`config.mk`:
```
export PLATFORM = sky130hd
export DESIGN_NAME = e203_clkgate_ctrl
export DESIGN_NICKNAME = d
export VERILOG_FILES = /design/src/rtl/e203_clkgate_pkg.sv /design/src/rtl/e203_clkgate.sv /design/src/rtl/e203_clkgate_ch_fsm.sv /design/src/rtl/e203_clkgate_ctrl.sv
export SDC_FILE = /design/constraint.sdc
export NUM_CORES = 1
export LEC_CHECK = 0
export BUFFER_PORTS_ARGS = -buffer_cell sky130_fd_sc_hd__buf_2
export CORE_ASPECT_RATIO = 1.1
export CORE_MARGIN = 1.5
export CORE_UTILIZATION = 46
export CTS_BUF_LIST = sky130_fd_sc_hd__clkbuf_4 sky130_fd_sc_hd__clkbuf_8 sky130_fd_sc_hd__clkbuf_16
export CTS_CLUSTER_SIZE = 25
export DETAILED_ROUTE_END_ITERATION = 8
export PLACE_DENSITY_LB_ADDON = 0.12
export SLEW_MARGIN = 40
export SYNTH_ARGS = -nofsm -noshare
export SYNTH_HDL_FRONTEND = slang
export SYNTH_SLANG_ARGS = --single-unit
```
`constraint.sdc`:
```
create_clock -name clk -period 3.35 [get_ports clk]
set_input_delay 0.67 -clock clk [delete_from_list [all_inputs] [get_ports clk]]
set_output_delay 0.67 -clock clk [all_outputs]
set_load 0.02 [all_outputs]
```
`src/rtl/e203_clkgate_pkg.sv`:
```
// Shared types for the multi-channel clock-gating controller.
// Per-channel FSM state encoding and its width.
package e203_clkgate_pkg;

    localparam int STATE_W = 2;

    typedef enum logic [STATE_W-1:0] {
        ST_ON   = 2'd0,
        ST_OFF  = 2'd1,
        ST_WAKE = 2'd2
    } cg_state_e;

endpackage

```
`src/rtl/e203_clkgate.sv`:
```
// Latch-based glitch-free clock gate: enable is captured while the clock is low,
// so an enable change only ever shows up at the start of a full high phase.
module e203_clkgate (
    input  logic i_clk,
    input  logic i_en,
    input  logic i_testMode,
    output logic o_clk
);

    logic r_enLat;

    always_latch begin
        if (!i_clk) r_enLat <= i_en | i_testMode;
    end

    assign o_clk = i_clk & r_enLat;

endmodule

```
`src/rtl/e203_clkgate_ch_fsm.sv`:
```
// One gated-clock channel: ON/OFF/WAKE state machine with idle and wake counters.
// Gates after idle_thresh consecutive quiet cycles; wakes through a fixed settle delay.
module e203_clkgate_ch_fsm
    import e203_clkgate_pkg::*;
#(
    parameter int IDLE_CW  = 8,
    parameter int WAKE_CYC = 2,
    parameter int RST_ON   = 1
) (
    input  logic               clk,
    input  logic               rst,
    input  logic               i_autoGateEn,
    input  logic [IDLE_CW-1:0] i_idleThresh,
    input  logic               i_active,
    input  logic               i_forceOn,
    input  logic               i_req,
    output logic               o_clkEn,
    output logic               o_gated,
    output logic               o_ack
);

    localparam int WCW = (WAKE_CYC > 1) ? $clog2(WAKE_CYC) : 1;
    localparam logic [WCW-1:0] WLAST = WCW'((WAKE_CYC > 0) ? WAKE_CYC - 1 : 0);
    localparam cg_state_e RST_STATE = (RST_ON != 0) ? ST_ON : ST_OFF;

    cg_state_e          r_state;
    logic [IDLE_CW-1:0] r_icnt;
    logic [WCW-1:0]     r_wcnt;

    logic               w_quiet;
    logic               w_wake;
    logic [IDLE_CW:0]   w_icntNext;
    logic               w_threshHit;

    assign w_quiet     = i_autoGateEn & ~i_active & ~i_forceOn & ~i_req;
    assign w_wake      = ~w_quiet;
    assign w_icntNext  = {1'b0, r_icnt} + {{IDLE_CW{1'b0}}, 1'b1};
    // >= rather than == so a threshold lowered below the running count still gates
    assign w_threshHit = (i_idleThresh != '0) && (w_icntNext >= {1'b0, i_idleThresh});

    always_ff @(posedge clk) begin
        if (rst) begin
            r_state <= RST_STATE;
            r_icnt  <= '0;
            r_wcnt  <= '0;
        end else begin
            case (r_state)
                ST_ON: begin
                    if (!w_quiet || i_idleThresh == '0) begin
                        r_icnt <= '0;
                    end else if (w_threshHit) begin
                        r_state <= ST_OFF;
                        r_icnt  <= '0;
                    end else begin
                        r_icnt <= w_icntNext[IDLE_CW-1:0];
                    end
                end
                ST_OFF: begin
                    if (w_wake) begin
                        r_wcnt  <= '0;
                        r_icnt  <= '0;
                        r_state <= (WAKE_CYC == 0) ? ST_ON : ST_WAKE;
                    end
                end
                ST_WAKE: begin
                    r_wcnt <= r_wcnt + WCW'(1);
                    if (r_wcnt == WLAST) begin
                        r_state <= ST_ON;
                        r_icnt  <= '0;
                    end
                end
                default: begin
                    r_state <= RST_STATE;
                    r_icnt  <= '0;
                    r_wcnt  <= '0;
                end
            endcase
        end
    end

    assign o_clkEn = (r_state != ST_OFF);
    assign o_gated = (r_state == ST_OFF);
    assign o_ack   = i_req & (r_state == ST_ON);

endmodule

```
`src/rtl/e203_clkgate_ctrl.sv`:
```
// Multi-channel clock-gating controller: one FSM and one latch-based gate per channel.
// Channels are fully independent; test_mode forces every gated clock to run.
module e203_clkgate_ctrl
    import e203_clkgate_pkg::*;
#(
    parameter int CH_NUM   = 4,
    parameter int IDLE_CW  = 8,
    parameter int WAKE_CYC = 2,
    parameter int RST_ON   = 1
) (
    input  logic               clk,
    input  logic               rst,
    input  logic               test_mode,
    input  logic               auto_gate_en,
    input  logic [IDLE_CW-1:0] idle_thresh,
    input  logic [CH_NUM-1:0]  ch_active,
    input  logic [CH_NUM-1:0]  ch_force_on,
    input  logic [CH_NUM-1:0]  ch_req,
    output logic [CH_NUM-1:0]  ch_ack,
    output logic [CH_NUM-1:0]  ch_gated,
    output logic [CH_NUM-1:0]  ch_clk_en,
    output logic [CH_NUM-1:0]  ch_clk_out
);

    for (genvar gi = 0; gi < CH_NUM; gi++) begin : g_ch
        e203_clkgate_ch_fsm #(
            .IDLE_CW  (IDLE_CW),
            .WAKE_CYC (WAKE_CYC),
            .RST_ON   (RST_ON)
        ) u_fsm (
            .clk          (clk),
            .rst          (rst),
            .i_autoGateEn (auto_gate_en),
            .i_idleThresh (idle_thresh),
            .i_active     (ch_active[gi]),
            .i_forceOn    (ch_force_on[gi]),
            .i_req        (ch_req[gi]),
            .o_clkEn      (ch_clk_en[gi]),
            .o_gated      (ch_gated[gi]),
            .o_ack        (ch_ack[gi])
        );

        e203_clkgate u_gate (
            .i_clk      (clk),
            .i_en       (ch_clk_en[gi]),
            .i_testMode (test_mode),
            .o_clk      (ch_clk_out[gi])
        );
    end

endmodule
```
==> impl_summary.md <==
Run status
The run finished, with violations left. The checks that failed: setup timing.

Synth
The number of nets handed over by synthesis was 469. The cell area after technology mapping is 3229 µm². The count of warnings emitted by yosys is 0. The primary flip-flop cell chosen by synthesis mapping is dfxtp_1. Among all cell types in the netlist, the one instantiated most often is nand2_1. The number of distinct library cell variants in the gate-level netlist after synthesis is 42.

dfxtp_1 takes more of the synthesized area than any other cell. The number of enable-type register cells in the synthesized netlist is 0. Sorting the synthesized cells by area gives the leading types as dfxtp_1 (27%), ha_1 (14%), nand2_1 (6.7%).

In the synthesized netlist the async set-or-reset flop fraction comes to 0. The fraction of post-synthesis cell area in the top cell type by area is 0.2728. Counting instances in the post-synthesis netlist gives the leading cell types as nand2_1 (58), dfxtp_1 (44), ha_1 (36), a21oi_1 (33), nor2_1 (26).

In this run the mean area of a mapped cell was 7.896 µm². Synthesis handed over a netlist of 409 instances. In this run, synthesis produced a sequential element count of 48.

STA
The tightest hold margin is 0.4688 ns. Setup repair after global routing could not meet its margin everywhere. The slew at the pin closest to its max-slew limit is 0.7570 ns.

Setup slack on the critical path of the routed design comes to -0.06181 ns. The final hold violation count came to 0. In this run the tightest slew margin relative to its limit is 0.4907. On the final layout, the worst clock skew is 0.007741 ns.

The number of pins with negative max-slew slack in the final report came to 0. The number of failing setup endpoints in the final timing report is 8.

Power and ir drop
Total power for the finished layout comes to 1410 µW. The total power density per cell area is 392.7 nW/µm². In this run the static leakage power is 0.001750 µW. The maximum vdd drop is 0.0004537 V.

Placement
At the end of routability-driven placement, the weighted congestion stood at 0.8688. The half-perimeter wire length of the detailed placement result is 5.475 mm. The number of buffer cells added on primary ports is 39.

Global route
Entering global routing, the biggest net connects 28 pins. The first global-routing pass estimated 12.33 mm of wire. The residual overflow from global routing is 0.

The global routing usage summed across all routing layers is 0.2005. The number of antenna violations at the first check in global routing is 0. The via count of the first global-routing pass came to 2835.

Die
For this configuration, the core starts out at a cell density of 0.4841. Measured along the x axis, the die boundary spans 82.89 µm. The die is 90.88 µm tall. The number of placement rows is 31. The floorplan step defined a core boundary enclosing 6671 µm². The floorplan step defined a die boundary enclosing 7533 µm². In this run the count of I/O pins placed on the die edge is 40.

Clocking
The number of setup buffers added after CTS is 0. The CTS clock-pin slew for the worst setup and hold paths is 0.10 ns. At the later pin of the worst-skew pair, clock insertion delay measures 0.41 ns. The clock tree from TritonCTS is built. The hold buffer count at cts is 0.

Setup path
The logic depth of the worst register-to-register path is 11. The critical path ends at ch_clk_out[3]. The setup path with the least slack is of type latch -> out. The worst register-to-register path ends at g_ch[1].u_fsm.r_icnt[2]. The startpoint kind of the worst setup timing path is a latch. The endpoint class of the critical path is a primary output. The worst register-to-register path has a setup slack of 0.46 ns. STA puts the critical path data required time at 2.68 ns. Data arrives at the worst endpoint at 2.74 ns. Of all nets on the critical path, the largest fanout is 1. The most critical setup path has its startpoint at g_ch[3].u_gate.r_enLat. The worst register-to-register path begins at g_ch[1].u_fsm.r_icnt[0].

Cells and area
The repair_antennas step left the layout with diodes totalling 0. The number of fill cells in the layout is 674. The share of final-layout standard cells stronger than drive strength 1 is 0.1606.

Measured on the finished design, the core utilization comes to 0.5381. The total number of nets in the final design is 500. From synthesis to final layout, the design area changed by 11.16%.

Route
The first detailed-routing pass took 4 iterations. The wire length per cell after detailed routing is 13.55 µm. The final layout contains routed wiring with a total length of 7.101 mm. In this run the remaining antenna-violating nets after routing total 0. For this run, design rule violations remaining after detail routing come to 0. In the routed layout, each cell is associated on average with a via count of 5.494. Across all layers, the routed design uses 2879 vias. For this block, the initial DRC count from the detailed router was 96.

Worst hold path
The worst hold path was traced through 2 stages. The path class of the tightest hold or removal check is reg -> reg.

Job
The reported max-cap violation count is 0.
## critical path: stages (launching register included)
cell     delay [ns]
dlxtn_2        0.40
and2_4         0.13
buf_6          0.11
## registers in the layout, indices dropped and copies added, names as in the netlist
signal	count
g_ch.u_fsm.r_wcnt	4
g_ch.u_fsm.r_state	8
g_ch.u_gate.r_enLat	4
g_ch.u_fsm.r_icnt	32
## per-layer routing
| metal | vias to the layer above | wire (µm) | track usage |
|---|---|---|---|
| li1 | 1488 | - | - |
| met1 | 1327 | 3498 | 0.2433 |
| met2 | 56 | 3265 | 0.3415 |
| met3 | 8 | 234 | 0.04753 |
| met4 | 0 | 103 | 0.07778 |
| met5 | - | 0 | 0 |
## cell families after synthesis
| logic type | synth area share |
|---|---|
| flops | 0.2728 |
| latches | 0.01860 |
| xor+xnor | 0.03797 |
| buf+inv | 0.06393 |
| compound gates | 0.1612 |
| fa+ha+maj | 0.1395 |
| simple gates | 0.3061 |
## per-stage QoR
| step | area [µm²] | setup slack (ns) | setup TNS (ns) | instances |
|---|---|---|---|---|
| 6_report | 3590 | -0.06181 | -0.2255 | 524 |
| 5_1_grt | 3590 | -0.1071 | -0.3944 | 524 |
| 4_1_cts | 3586 | -0.06597 | -0.2566 | 524 |
| 3_5_place_dp | 3396 | 0.3868 | 0 | 511 |
| 3_3_place_gp | 3396 | 0.3879 | 0 | 511 |
| 2_1_floorplan | 3229 | 0.4065 | 0 | 409 |
## placed cells by master (no fill, tap or decap), drive strengths merged, types with 10 or more instances in the layout
cell / Yosys / final
a21oi: 33 / 33
dfxtp: 44 / 44
o21ai: 10 / 10
nand2b: 18 / 18
inv: 20 / 20
nor2b: 11 / 11
a21o: 15 / 15
nor2: 26 / 26
buf: 17 / 39
nand4: 11 / 11
nand3: 17 / 17
ha: 36 / 36
nand2: 58 / 58
clkbuf: 2 / 10
## power by group
group	internal, µW	switching (µW)
Sequential	556	1.42
Combinational	29.9	45.4
Clock	418	360
## repair_timing
item,CTS,global route
setup endpoints to repair,8,8
resized for setup,12,3
pin swaps,3,1
## worst min path at each step
stage,from,end,slack (ns)
after global routing,g_ch[1].u_fsm.r_icnt[7],g_ch[1].u_fsm.r_icnt[7],0.50
after floorplan,g_ch[1].u_fsm.r_icnt[7],g_ch[1].u_fsm.r_icnt[7],0.44
after detailed placement,g_ch[1].u_fsm.r_icnt[7],g_ch[1].u_fsm.r_icnt[7],0.46
after global placement,g_ch[1].u_fsm.r_icnt[7],g_ch[1].u_fsm.r_icnt[7],0.45
after CTS,g_ch[1].u_fsm.r_icnt[7],g_ch[1].u_fsm.r_icnt[7],0.47
final,g_ch[1].u_fsm.r_icnt[7],g_ch[1].u_fsm.r_icnt[7],0.47
## cell type report
class / instances / area, µm² / share of cell area
sequential: 48 / 944.7 / 0.2632
multi-input combinational: 322 / 2092 / 0.5828
clock inverter: 3 / 23.77 / 0.006623
tap: 82 / 102.6 / 0.02858
timing repair buffer: 35 / 175.2 / 0.04880
clock buffer: 14 / 176.4 / 0.04915
inverter: 20 / 75.07 / 0.02091
No activity file was read; power rests on OpenSTA's default activity.
